[config.mk]
export PLATFORM = sky130hd
export DESIGN_NAME = stage_mem_flat
export DESIGN_NICKNAME = d
export VERILOG_FILES = /design/src/rtl/rvcpu_pkg.sv /design/src/rtl/stage_mem_if.sv /design/src/rtl/mem_align.sv /design/src/rtl/stage_mem.sv /design/src/flat_wrapper.sv
export SDC_FILE = /design/constraint.sdc
export NUM_CORES = 1
export LEC_CHECK = 0
export BUFFER_PORTS_ARGS = -buffer_cell sky130_fd_sc_hd__clkbuf_2
export CAP_MARGIN = 5
export CORE_MARGIN = 2
export CORE_UTILIZATION = 35
export DETAILED_ROUTE_END_ITERATION = 16
export PLACE_DENSITY = 0.71
export SYNTH_ARGS = -nofsm -noshare
export SYNTH_HDL_FRONTEND = slang
export SYNTH_SLANG_ARGS = --single-unit
[constraint.sdc]
create_clock -name clk -period 2.5 [get_ports clk]
set_input_delay 0.125 -clock clk [delete_from_list [all_inputs] [get_ports clk]]
set_output_delay 0.125 -clock clk [all_outputs]
set_load 0.01 [all_outputs]
[src/rtl/rvcpu_pkg.sv]
// Shared pipeline types for the rvcpu core: stage records, memory-op sizes, stage-mem FSM states.
// RVCPU_MISALIGN_TRAP_EN adds a misaligned flag to the writeback record.
package rvcpu;

  localparam int Width = 32;

  typedef struct packed {
    logic [Width-1:0] pc;
    logic [Width-1:0] data;
    logic [4:0]       rd;
    logic             rd_valid;
    logic             is_mem;
    logic [3:0]       op;
    logic [Width-1:0] addr;
  } stage_ex_t;

  typedef struct packed {
    logic [Width-1:0] pc;
    logic [4:0]       rd;
    logic             rd_valid;
    logic [Width-1:0] data;
`ifdef RVCPU_MISALIGN_TRAP_EN
    logic             misaligned;
`endif
  } stage_mem_t;

  typedef enum logic [2:0] {
    mem_b  = 3'd0,
    mem_h  = 3'd1,
    mem_w  = 3'd2,
    mem_bu = 3'd4,
    mem_hu = 3'd5
  } mem_size_t;

  typedef enum logic {mem_idle, mem_busy} mem_state_t;

  // Halfword needs a[0]=0, word needs a=0; byte accesses are never misaligned.
  function automatic logic is_misaligned(logic [2:0] f3, logic [1:0] a);
    case (f3[1:0])
      2'd1:    return a[0];
      2'd2:    return |a;
      default: return 1'b0;
    endcase
  endfunction

endpackage

[src/rtl/stage_mem_if.sv]
// Data-memory request/acknowledge port between the memory stage and the data memory.
interface stage_mem_if;
  import rvcpu::*;

  logic             dmem_req;
  logic             dmem_we;
  logic [Width-1:0] dmem_addr;
  logic [3:0]       dmem_be;
  logic [Width-1:0] dmem_wdata;
  logic [Width-1:0] dmem_rdata;
  logic             dmem_ack;

  modport master (
    output dmem_req, dmem_we, dmem_addr, dmem_be, dmem_wdata,
    input  dmem_rdata, dmem_ack
  );

  modport slave (
    input  dmem_req, dmem_we, dmem_addr, dmem_be, dmem_wdata,
    output dmem_rdata, dmem_ack
  );
endinterface

[src/rtl/mem_align.sv]
// Byte-lane steering: store byte enables / replicated write data, and load lane extraction with extension.
module mem_align
  import rvcpu::*;
(
  input  logic [2:0]       f3,
  input  logic [1:0]       a,
  input  logic [Width-1:0] sdata,
  input  logic [Width-1:0] rdata,
  output logic [3:0]       be,
  output logic [Width-1:0] wdata,
  output logic [Width-1:0] ldata
);

  mem_size_t sz;
  logic [7:0]  lane_b;
  logic [15:0] lane_h;
  logic        sgn;

  assign sz  = mem_size_t'(f3);
  assign sgn = (sz == mem_b) || (sz == mem_h);

  always_comb begin
    lane_b = rdata[7:0];
    case (a)
      2'd1:    lane_b = rdata[15:8];
      2'd2:    lane_b = rdata[23:16];
      2'd3:    lane_b = rdata[31:24];
      default: lane_b = rdata[7:0];
    endcase
    lane_h = a[1] ? rdata[31:16] : rdata[15:0];
  end

  // Store encodings 4/5 fall into the B/H arms along with their load twins.
  always_comb begin
    be    = 4'hF;
    wdata = sdata;
    ldata = rdata;
    case (sz)
      mem_b, mem_bu: begin
        be    = 4'b0001 << a;
        wdata = {4{sdata[7:0]}};
        ldata = {{24{sgn & lane_b[7]}}, lane_b};
      end
      mem_h, mem_hu: begin
        be    = 4'b0011 << {a[1], 1'b0};
        wdata = {2{sdata[15:0]}};
        ldata = {{16{sgn & lane_h[15]}}, lane_h};
      end
      default: begin
        be    = 4'hF;
        wdata = sdata;
        ldata = rdata;
      end
    endcase
  end

endmodule

[src/rtl/stage_mem.sv]
// Memory-access stage: one-cycle pass-through for ALU results, req/ack transaction for loads/stores.
// RVCPU_MISALIGN_TRAP_EN turns misaligned accesses into an immediate faulting record instead of truncating.
module stage_mem
  import rvcpu::*;
(
  input  logic        clk,
  input  logic        rst,
  input  logic        in_valid,
  output logic        in_ready,
  input  stage_ex_t   ex,
  stage_mem_if.master dmem,
  output logic        out_valid,
  output stage_mem_t  out
);

  mem_state_t       state;
  logic [Width-1:0] rq_pc;
  logic [4:0]       rq_rd;
  logic             rq_rd_valid;
  logic             rq_we;
  logic [2:0]       rq_f3;
  logic [1:0]       rq_a;

  logic             busy;
  logic             trap;
  logic [2:0]       al_f3;
  logic [1:0]       al_a;
  logic [3:0]       al_be;
  logic [Width-1:0] al_wdata;
  logic [Width-1:0] al_ldata;

  assign busy     = (state == mem_busy);
  assign in_ready = (state == mem_idle);

  // One aligner serves both phases: IDLE steers the incoming store, BUSY extracts the load.
  assign al_f3 = busy ? rq_f3 : ex.op[2:0];
  assign al_a  = busy ? rq_a  : ex.addr[1:0];

`ifdef RVCPU_MISALIGN_TRAP_EN
  assign trap = is_misaligned(ex.op[2:0], ex.addr[1:0]);
`else
  assign trap = 1'b0;
`endif

  mem_align u_align (
    .f3    (al_f3),
    .a     (al_a),
    .sdata (ex.data),
    .rdata (dmem.dmem_rdata),
    .be    (al_be),
    .wdata (al_wdata),
    .ldata (al_ldata)
  );

  always_ff @(posedge clk) begin
    if (rst) begin
      state           <= mem_idle;
      out_valid       <= 1'b0;
      out             <= '0;
      dmem.dmem_req   <= 1'b0;
      dmem.dmem_we    <= 1'b0;
      dmem.dmem_addr  <= '0;
      dmem.dmem_be    <= '0;
      dmem.dmem_wdata <= '0;
      rq_pc           <= '0;
      rq_rd           <= '0;
      rq_rd_valid     <= 1'b0;
      rq_we           <= 1'b0;
      rq_f3           <= '0;
      rq_a            <= '0;
    end else begin
      out_valid <= 1'b0;
      case (state)
        mem_idle: begin
          if (in_valid && !ex.is_mem) begin
            out.pc       <= ex.pc;
            out.rd       <= ex.rd;
            out.rd_valid <= ex.rd_valid;
            out.data     <= ex.data;
`ifdef RVCPU_MISALIGN_TRAP_EN
            out.misaligned <= 1'b0;
`endif
            out_valid    <= 1'b1;
          end else if (in_valid && trap) begin
            out.pc       <= ex.pc;
            out.rd       <= ex.rd;
            out.rd_valid <= 1'b0;
            out.data     <= ex.addr;
`ifdef RVCPU_MISALIGN_TRAP_EN
            out.misaligned <= 1'b1;
`endif
            out_valid    <= 1'b1;
          end else if (in_valid) begin
            rq_pc           <= ex.pc;
            rq_rd           <= ex.rd;
            rq_rd_valid     <= ex.rd_valid;
            rq_we           <= ex.op[3];
            rq_f3           <= ex.op[2:0];
            rq_a            <= ex.addr[1:0];
            dmem.dmem_req   <= 1'b1;
            dmem.dmem_we    <= ex.op[3];
            dmem.dmem_addr  <= {ex.addr[Width-1:2], 2'b00};
            dmem.dmem_be    <= al_be;
            dmem.dmem_wdata <= al_wdata;
            state           <= mem_busy;
          end
        end
        mem_busy: begin
          if (dmem.dmem_ack) begin
            dmem.dmem_req <= 1'b0;
            out.pc        <= rq_pc;
            out.rd        <= rq_rd;
            out.rd_valid  <= rq_rd_valid & ~rq_we;
            if (!rq_we) out.data <= al_ldata;
`ifdef RVCPU_MISALIGN_TRAP_EN
            out.misaligned <= 1'b0;
`endif
            out_valid     <= 1'b1;
            state         <= mem_idle;
          end
        end
        default: state <= mem_idle;
      endcase
    end
  end

endmodule

[src/flat_wrapper.sv]
// flat-port wrapper written by rule: the top's interface ports become plain ports
module stage_mem_flat import rvcpu::*;
  (clk, rst, in_valid, in_ready, ex, out_valid, out, dmem_dmem_req, dmem_dmem_we, dmem_dmem_addr, dmem_dmem_be, dmem_dmem_wdata, dmem_dmem_rdata, dmem_dmem_ack);
  stage_mem_if dmem_i ();
  input  logic clk;
  input  logic rst;
  input  logic in_valid;
  output logic in_ready;
  input  stage_ex_t ex;
  output logic out_valid;
  output stage_mem_t out;
  output wire logic [$bits(dmem_i.dmem_req)-1:0] dmem_dmem_req;
  output wire logic [$bits(dmem_i.dmem_we)-1:0] dmem_dmem_we;
  output wire logic [$bits(dmem_i.dmem_addr)-1:0] dmem_dmem_addr;
  output wire logic [$bits(dmem_i.dmem_be)-1:0] dmem_dmem_be;
  output wire logic [$bits(dmem_i.dmem_wdata)-1:0] dmem_dmem_wdata;
  input wire logic [$bits(dmem_i.dmem_rdata)-1:0] dmem_dmem_rdata;
  input wire logic [$bits(dmem_i.dmem_ack)-1:0] dmem_dmem_ack;
  assign dmem_dmem_req = dmem_i.dmem_req;
  assign dmem_dmem_we = dmem_i.dmem_we;
  assign dmem_dmem_addr = dmem_i.dmem_addr;
  assign dmem_dmem_be = dmem_i.dmem_be;
  assign dmem_dmem_wdata = dmem_i.dmem_wdata;
  assign dmem_i.dmem_rdata = dmem_dmem_rdata;
  assign dmem_i.dmem_ack = dmem_dmem_ack;
  stage_mem u_core (.clk(clk), .rst(rst), .in_valid(in_valid), .in_ready(in_ready), .ex(ex), .dmem(dmem_i), .out_valid(out_valid), .out(out));
endmodule
Word-level counts from Yosys, hierarchy flattened
Cells that the tools add are included.
{"block": "word_totals", "ff_bits": 183, "inputBits": 143, "out_inout_bits": 142, "wordCells": 67}
{"block": "classes", "n_eq_ne": 11, "shift": 2, "n_mux": 22, "n_bitwise": 6, "n_reduce_logical": 10}
{"cell": "70-bit 2-to-1 mux", "count": 2}
{"cell": "70-bit case mux with 2 select lines", "count": 1}
{"cell": "32-bit case mux with 2 select lines", "count": 2}
{"cell": "32-bit 2-to-1 mux", "count": 1}
{"cell": "8-bit case mux with 3 select lines", "count": 1}
{"cell": "16-bit 2-to-1 mux", "count": 1}
{"cell": "3-bit AND reduction", "count": 3}
{"cell": "1-bit 2-to-1 mux", "count": 8}
{"cell": "2-bit != test (second input constant)", "count": 4}
{"cell": "4-bit case mux with 2 select lines", "count": 1}
{"cell": "3-bit == test (second input constant)", "count": 2}
{"cell": "1-bit case mux with 2 select lines", "count": 3}
{"cell": "2-bit == test (second input constant)", "count": 2}
{"cell": "2-bit OR reduction", "count": 2}
{"cell": "1-bit by 2-bit left shift with 4-bit output (first input constant)", "count": 1}
{"cell": "2-bit by 2-bit left shift with 4-bit output (first input constant)", "count": 1}
{"cell": "1-bit AND", "count": 3}
{"cell": "3-bit by 1-bit == test with 1-bit output (second input constant)", "count": 1}
{"cell": "3-bit zero test", "count": 1}
{"cell": "3-bit 2-to-1 mux", "count": 1}
{"cell": "1-bit NOT", "count": 3}
{"cell": "2-bit by 1-bit == test with 1-bit output (second input constant)", "count": 1}
{"cell": "2-bit 2-to-1 mux", "count": 1}
{"cell": "2-bit by 1-bit != test with 1-bit output (second input constant)", "count": 1}
{"cell": "other kinds (4)", "count": 4}

Depth between registers and ports, before layout
{"block": "depth", "ltp_word": 8, "mapped_depth": 8, "depth_no_buf": 5}

Hierarchy
A second synthesis with hierarchy kept.
{"block": "unflattened", "cells_unflattened": 991, "area_unflattened_um2": 8370.5}
{"module": "stage_mem", "instances": 1, "cells_each": 822, "area_each_um2": 7209.4, "seq_area_each_um2": 3663.5}
{"module": "mem_align", "instances": 1, "cells_each": 169, "area_each_um2": 1161.1, "seq_area_each_um2": 0.0}

Worst setup path before layout
Ideal clock, no wire load.
{"block": "synth_timing", "path_kind": "register -> register", "start": "register u_core.state, in the netlist u_core.busy", "end": "register u_core.out[21] (netlist name)", "setup_ps": 152, "arrival_ps": 1736, "t_required_ps": 2348, "slack_ps": 612, "stages_incl_launch_ff": 7, "n_path_buf": 1, "period_less_slack_ps": 1888, "path_cell_list": "dfxtp_1 -> mux2i_1 -> mux2_2 -> and2_4 -> nor4_4 -> buf_8 -> a2111oi_2"}
{"block": "synth_via", "elab_chain_len": 8, "word_cells_on_any_way": 25, "cone_classes": "9 x eq/ne; 8 x mux; 3 x bitwise; 5 x reduce/logical"}
{"element": "from (decl)", "line": "stage_mem.sv:16", "source": "mem_state_t state;"}
{"element": "from (signal assigned)", "line": "stage_mem.sv:57", "source": "state <= mem_idle;"}
{"element": "from (signal assigned)", "line": "stage_mem.sv:105", "source": "state <= mem_busy;"}
{"element": "from (signal assigned)", "line": "stage_mem.sv:119", "source": "state <= mem_idle;"}
{"element": "2-bit 2-to-1 mux / 3-bit 2-to-1 mux (equally long branches)", "line": "stage_mem.sv:37, stage_mem.sv:36"}
{"element": "2-bit == test (tied with other cells)", "line": "mem_align.sv:24", "source": "case (a)"}
{"element": "8-bit case mux with 3 select lines / 1-bit logical OR (equally long branches)", "line": "mem_align.sv:24, mem_align.sv:20"}
{"element": "1-bit AND (on tied branches)", "line": "mem_align.sv:42, mem_align.sv:47"}
{"element": "32-bit case mux with 2 select lines", "line": "mem_align.sv:38", "source": "case (sz)"}
{"element": "32-bit 2-to-1 mux", "line": "stage_mem.sv:114", "source": "if (!rq_we) out.data <= al_ldata;"}
{"element": "70-bit 2-to-1 mux", "line": "stage_mem.sv:109", "source": "if (dmem.dmem_ack) begin"}
{"element": "70-bit case mux with 2 select lines", "line": "stage_mem.sv:73", "source": "case (state)"}
Parallel ways exist; a longest one is shown, timed or not. The select of a mux whose other input is x is not followed.
A chain may end at the register's enable or synchronous reset.

Final worst setup path
{"block": "layout_timing", "start": "register u_core.state, in the netlist u_core.busy", "end": "register u_core.out[12] (netlist name)"}
{"block": "layout_via", "elab_chain_len": 8, "word_cells_on_any_way": 24, "cone_classes": "9 x eq/ne; 8 x mux; 2 x bitwise; 5 x reduce/logical"}
{"element": "2-bit 2-to-1 mux / 3-bit 2-to-1 mux (equally long branches)", "line": "stage_mem.sv:37, stage_mem.sv:36"}
{"element": "2-bit == test (tied with other cells)", "line": "mem_align.sv:24"}
{"element": "8-bit case mux with 3 select lines / 1-bit logical OR (equally long branches)", "line": "mem_align.sv:24, mem_align.sv:20"}
{"element": "1-bit AND", "line": "mem_align.sv:42", "source": "ldata = {{24{sgn & lane_b[7]}}, lane_b};"}
{"element": "32-bit case mux with 2 select lines", "line": "mem_align.sv:38"}
{"element": "32-bit 2-to-1 mux", "line": "stage_mem.sv:114"}
{"element": "70-bit 2-to-1 mux", "line": "stage_mem.sv:109"}
{"element": "70-bit case mux with 2 select lines", "line": "stage_mem.sv:73"}
Parallel ways exist; a longest one is shown, timed or not. The select of a mux whose other input is x is not followed.

==> flow_metrics.env <==
export IMPL_outcome="complete, but fails checks"
export IMPL_failed_checks="hold timing"
export IMPL_drt_pass1_iterations=6
export IMPL_port_buffer_cells=282
export IMPL_yosysSeqAreaShare_pct=44.9
export IMPL_hpwlAfterDp_mm=19.3
export IMPL_sw_frac_of_total_pct=29.8
export IMPL_initial_core_util_pct=35.8
export IMPL_fin_total_pwr_uw=7220
export IMPL_floorplan_die_width_um=157
export IMPL_dr_first_iter_drc_count=586
export IMPL_worstReg2RegEnd="u_core.out[12]"
export IMPL_globalRoute_busiestLayer="met2"
export IMPL_cts_inserted_buffers=17
export IMPL_final_layout_net_count=1433
export IMPL_fin_tns_setup_ns=0
export IMPL_crit_reg2reg_launch="u_core.busy"
export IMPL_post_synth_most_frequent_cells="sky130_fd_sc_hd__nand2_1 (214), sky130_fd_sc_hd__dfxtp_1 (183), sky130_fd_sc_hd__a21oi_1 (131)"
export IMPL_finClkSkew_ns=0.0152
export IMPL_clock_tree_buffer_depth=2
export IMPL_synth_compound_gate_area_share_pct=24.1
export IMPL_critPathKind="flop to flop"
export IMPL_arrival_ns=2.51
export IMPL_syn_area_per_cell_um2=8.37
export IMPL_post_synth_main_area_contributors="sky130_fd_sc_hd__dfxtp_1 (45%), sky130_fd_sc_hd__nand2_1 (9.9%), sky130_fd_sc_hd__a21oi_1 (8.0%)"
export IMPL_routabilityCongestion=0.954
export IMPL_min_period_over_period_pct=86.1
export IMPL_cts_repair_resize_count=0
export IMPL_max_cap_violations=0
export IMPL_grt_pass1_wl_mm=43.1
export IMPL_num_vias=8443
export IMPL_pre_cts_ws_ns=0.384
export IMPL_syn_cell_area_mm2=0.00815
export IMPL_finalSetupViolCount=0
export IMPL_rr_worst_depth=6
export IMPL_yosys_area_share_simple_pct=18.8
export IMPL_rsz0062_at_grt="false"
export IMPL_combinational_family_with_the_most_area_after_synthesis="compound AO/OA/AOI/OAI gates"
export IMPL_vdd_ir_drop_max_v=0.000422
export IMPL_net_switching_power_uw=2160
export IMPL_critical_path_max_fanout=30
export IMPL_final_max_slew_violation_count=0
export IMPL_hold_violations=1
export IMPL_synth_cell_types=62
export IMPL_synth_top_cell_area_share_pct=44.9
export IMPL_post_route_drc_count=0
export IMPL_global_route_track_usage_on_met1_pct=28.5
export IMPL_setup_worst_path_end_class="flop"
export IMPL_layout_min_cycle_time_ns=2.15
export IMPL_power_frac_seq_pct=44.7
export IMPL_register_area_mm2=0.00367
export IMPL_postSynthCellCount=974
export IMPL_postSynth_asyncResetShare_pct=0
export IMPL_synth_yosys_warnings=0
export IMPL_die_height_um=157
export IMPL_synth_edf_count=0
export IMPL_pwr_density_cell_mw_per_mm2=645
export IMPL_post_synth_xor_xnor_area_pct=0
export IMPL_post_synth_top_count_cell="sky130_fd_sc_hd__nand2_1"
export IMPL_grt_met2_usage_pct=36.4
export IMPL_post_synth_mux_area_share_pct=7.10
export IMPL_critPathLaunch="u_core.busy"
export IMPL_r2r_setup_slk_ns=0.35
export IMPL_multi_input_comb_area_mm2=0.00410
export IMPL_placementRows=55
export IMPL_final_fill_count=2204
export IMPL_worst_endpoint_required_ns=2.86
export IMPL_detail_route_vias_per_cell=5.22
export IMPL_core_area_mm2=0.0228
export IMPL_dieArea_mm2=0.0245
export IMPL_worstMarginPinSlew_ns=0.709
export IMPL_clock_latency_at_the_later_pin_of_the_worst_skew_pair_ns=0.43
export IMPL_htree_num_levels=4
export IMPL_critPathCapture="u_core.out[12]"
export IMPL_antenna_left=0
export IMPL_grt_start_max_net_pins=93
export IMPL_postLayoutSetupSlackWorst_ns=0.347
export IMPL_signed_area_change_from_the_synthesized_netlist_to_the_final_layout_pct=37.3
export IMPL_critPathLaunchType="flop"
export IMPL_hold_ws_ns=-0.0113
export IMPL_synthAdderAreaFrac_pct=0
export IMPL_cts_tree="yes"
export IMPL_layout_drive_gt1_share_pct=29.4
export IMPL_avgRoutedWirePerCell_um=17.2
export IMPL_power_leakage_uw=0.00461
export IMPL_max_freq_ghz=0.465
export IMPL_worst_setup_hold_path_clk_slew_ns=0.07
export IMPL_global_route_usage_met3_pct=5.87
export IMPL_share_comb_of_total_power_pct=17.7
export IMPL_yosysTopAreaCell="sky130_fd_sc_hd__dfxtp_1"
export IMPL_relSlewSlack_pct=52.7
export IMPL_wl_mm=27.8
export IMPL_share_clk_of_total_power_pct=37.6
export IMPL_globalRouteOverflowTotal=0
export IMPL_io_pins=285
export IMPL_synth_seq_cells=183
export IMPL_grt_pass1_vias=8089
export IMPL_globalRouteTotalUtil_pct=22.2
export IMPL_ctsRootBufferMaster="sky130_fd_sc_hd__clkbuf_16"
export IMPL_antenna_found_initial=2
export IMPL_synth_top_flop_cell="sky130_fd_sc_hd__dfxtp_1"
export IMPL_hold_class="input pin to flop"
export IMPL_power_report_internal_total_uw=5070
export IMPL_clock_sinks=183
## placed cells by master (no fill, tap or decap), types with 3 or more instances in the layout
cell	Yosys	routed
sky130_fd_sc_hd__a2111oi_2	10	10
sky130_fd_sc_hd__a2111oi_0	6	6
sky130_fd_sc_hd__o221a_2	7	7
sky130_fd_sc_hd__nor2_1	109	109
sky130_fd_sc_hd__a22oi_1	12	12
sky130_fd_sc_hd__mux2_2	8	8
sky130_fd_sc_hd__mux2i_1	46	46
sky130_fd_sc_hd__o21ai_0	10	10
sky130_fd_sc_hd__a21oi_1	131	131
sky130_fd_sc_hd__a311oi_1	21	21
sky130_fd_sc_hd__nor3b_1	3	3
sky130_fd_sc_hd__inv_6	0	4
sky130_fd_sc_hd__dlygate4sd3_1	0	79
sky130_fd_sc_hd__clkinv_2	0	3
sky130_fd_sc_hd__clkbuf_16	0	17
sky130_fd_sc_hd__nand2b_1	5	5
sky130_fd_sc_hd__inv_8	0	3
sky130_fd_sc_hd__a222oi_1	3	3
sky130_fd_sc_hd__nand2_1	214	213
sky130_fd_sc_hd__a211oi_1	50	50
sky130_fd_sc_hd__clkbuf_2	1	281
sky130_fd_sc_hd__o221ai_1	8	8
sky130_fd_sc_hd__nor3_1	5	5
sky130_fd_sc_hd__dfxtp_1	183	182
sky130_fd_sc_hd__and3_1	8	7
sky130_fd_sc_hd__buf_12	0	6
sky130_fd_sc_hd__buf_4	6	14
sky130_fd_sc_hd__o21ai_1	9	9
## worst max-delay path, cell delays in order, from the launching register on
cell and delay [ns]:
sky130_fd_sc_hd__dfxtp_4 0.56, sky130_fd_sc_hd__buf_4 0.35, sky130_fd_sc_hd__and2b_1 0.35, sky130_fd_sc_hd__a311o_1 0.38, sky130_fd_sc_hd__a22oi_1 0.11, sky130_fd_sc_hd__and3_1 0.22, sky130_fd_sc_hd__o21ai_1 0.11
## cells by family after synthesis
| family | Yosys count |
|---|---|
| AOI/OAI and AO/OA | 282 |
| muxes | 56 |
| and+or+nand+nor | 364 |
| DFF | 183 |
| other | 1 |
| buffers and inverters | 88 |
## timing repair
item / CTS / global route
setup endpoints to repair: 0 / 0
hold buffers: 79 / 0
endpoints found under the hold margin: 79 / 0
buffers inserted: 0 / 0
## sequential cells by signal, summed over array words and instances (netlist names)
| name | flops |
|---|---|
| u_core.rq_f3 | 3 |
| u_core.rq_rd | 5 |
| u_core.rq_we | 1 |
| u_core.rq_pc | 32 |
| u_core.rq_rd_valid | 1 |
| u_core.rq_a | 2 |
| u_core.out_valid | 1 |
| u_core.dmem.dmem_wdata | 32 |
| u_core.dmem.dmem_req | 1 |
| u_core.dmem.dmem_be | 4 |
| u_core.busy | 1 |
| u_core.out | 70 |
| u_core.dmem.dmem_addr | 30 |
## worst min path at each step
stage | startpoint | endpoint | slack (ns) | cells after the start
2_1_floorplan | ex[75] | u_core.rq_pc[0] | 0.26 | 2
3_5_place_dp | ex[27] | u_core.dmem.dmem_addr[27] | 0.35 | 3
6_report | ex[3] | u_core.dmem.dmem_addr[3] | -0.01 | 3
5_1_grt | ex[3] | u_core.dmem.dmem_addr[3] | 0.003 | 3
4_1_cts | ex[44] | u_core.dmem.dmem_wdata[1] | 0.001 | 3
3_3_place_gp | ex[21] | u_core.dmem.dmem_addr[21] | 0.35 | 3
## cell type report
cell class | instances | share of cell area (%)
Multi-Input combinational cell | 704 | 36.6
Sequential cell | 183 | 32.8
Timing Repair Buffer | 381 | 21.7
Clock buffer | 17 | 3.80
Tap cell | 313 | 3.50
Clock inverter | 15 | 1.44
Inverter | 3 | 0.101
Antenna cell | 2 | 0.0447
## routing by layer
metal  wire length, um  share of wire [%]  up-vias
met3              2160                7.8       47
met2             13000                 47      358
met4               627                2.3        0
met5                 0                  0        -
li1                  -                  -     4087
met1             12000                 43     3951
## per-stage QoR
step                      hold slack [ns]  std cells  util [%]  cell area (um^2)
final                             -0.0113       1618      49.2             11200
after global routing              0.00263       1618      49.2             11200
after CTS                         0.00115       1616      49.1             11200
after detailed placement            0.355       1505      43.1              9810
after global placement              0.348       1505      43.1              9810
after floorplan                     0.261        975         -              8160
## power groups by stage
stage / clock [uW] / sequential (uW) / combinational, uW
after floorplan: 0 / 3330 / 615
after global placement: 0 / 3290 / 1160
after detailed placement: 0 / 3290 / 1170
after CTS: 2780 / 3220 / 1270
after global routing: 2880 / 3250 / 1400
final: 2720 / 3230 / 1280
Power figures use the tool's default switching activity.
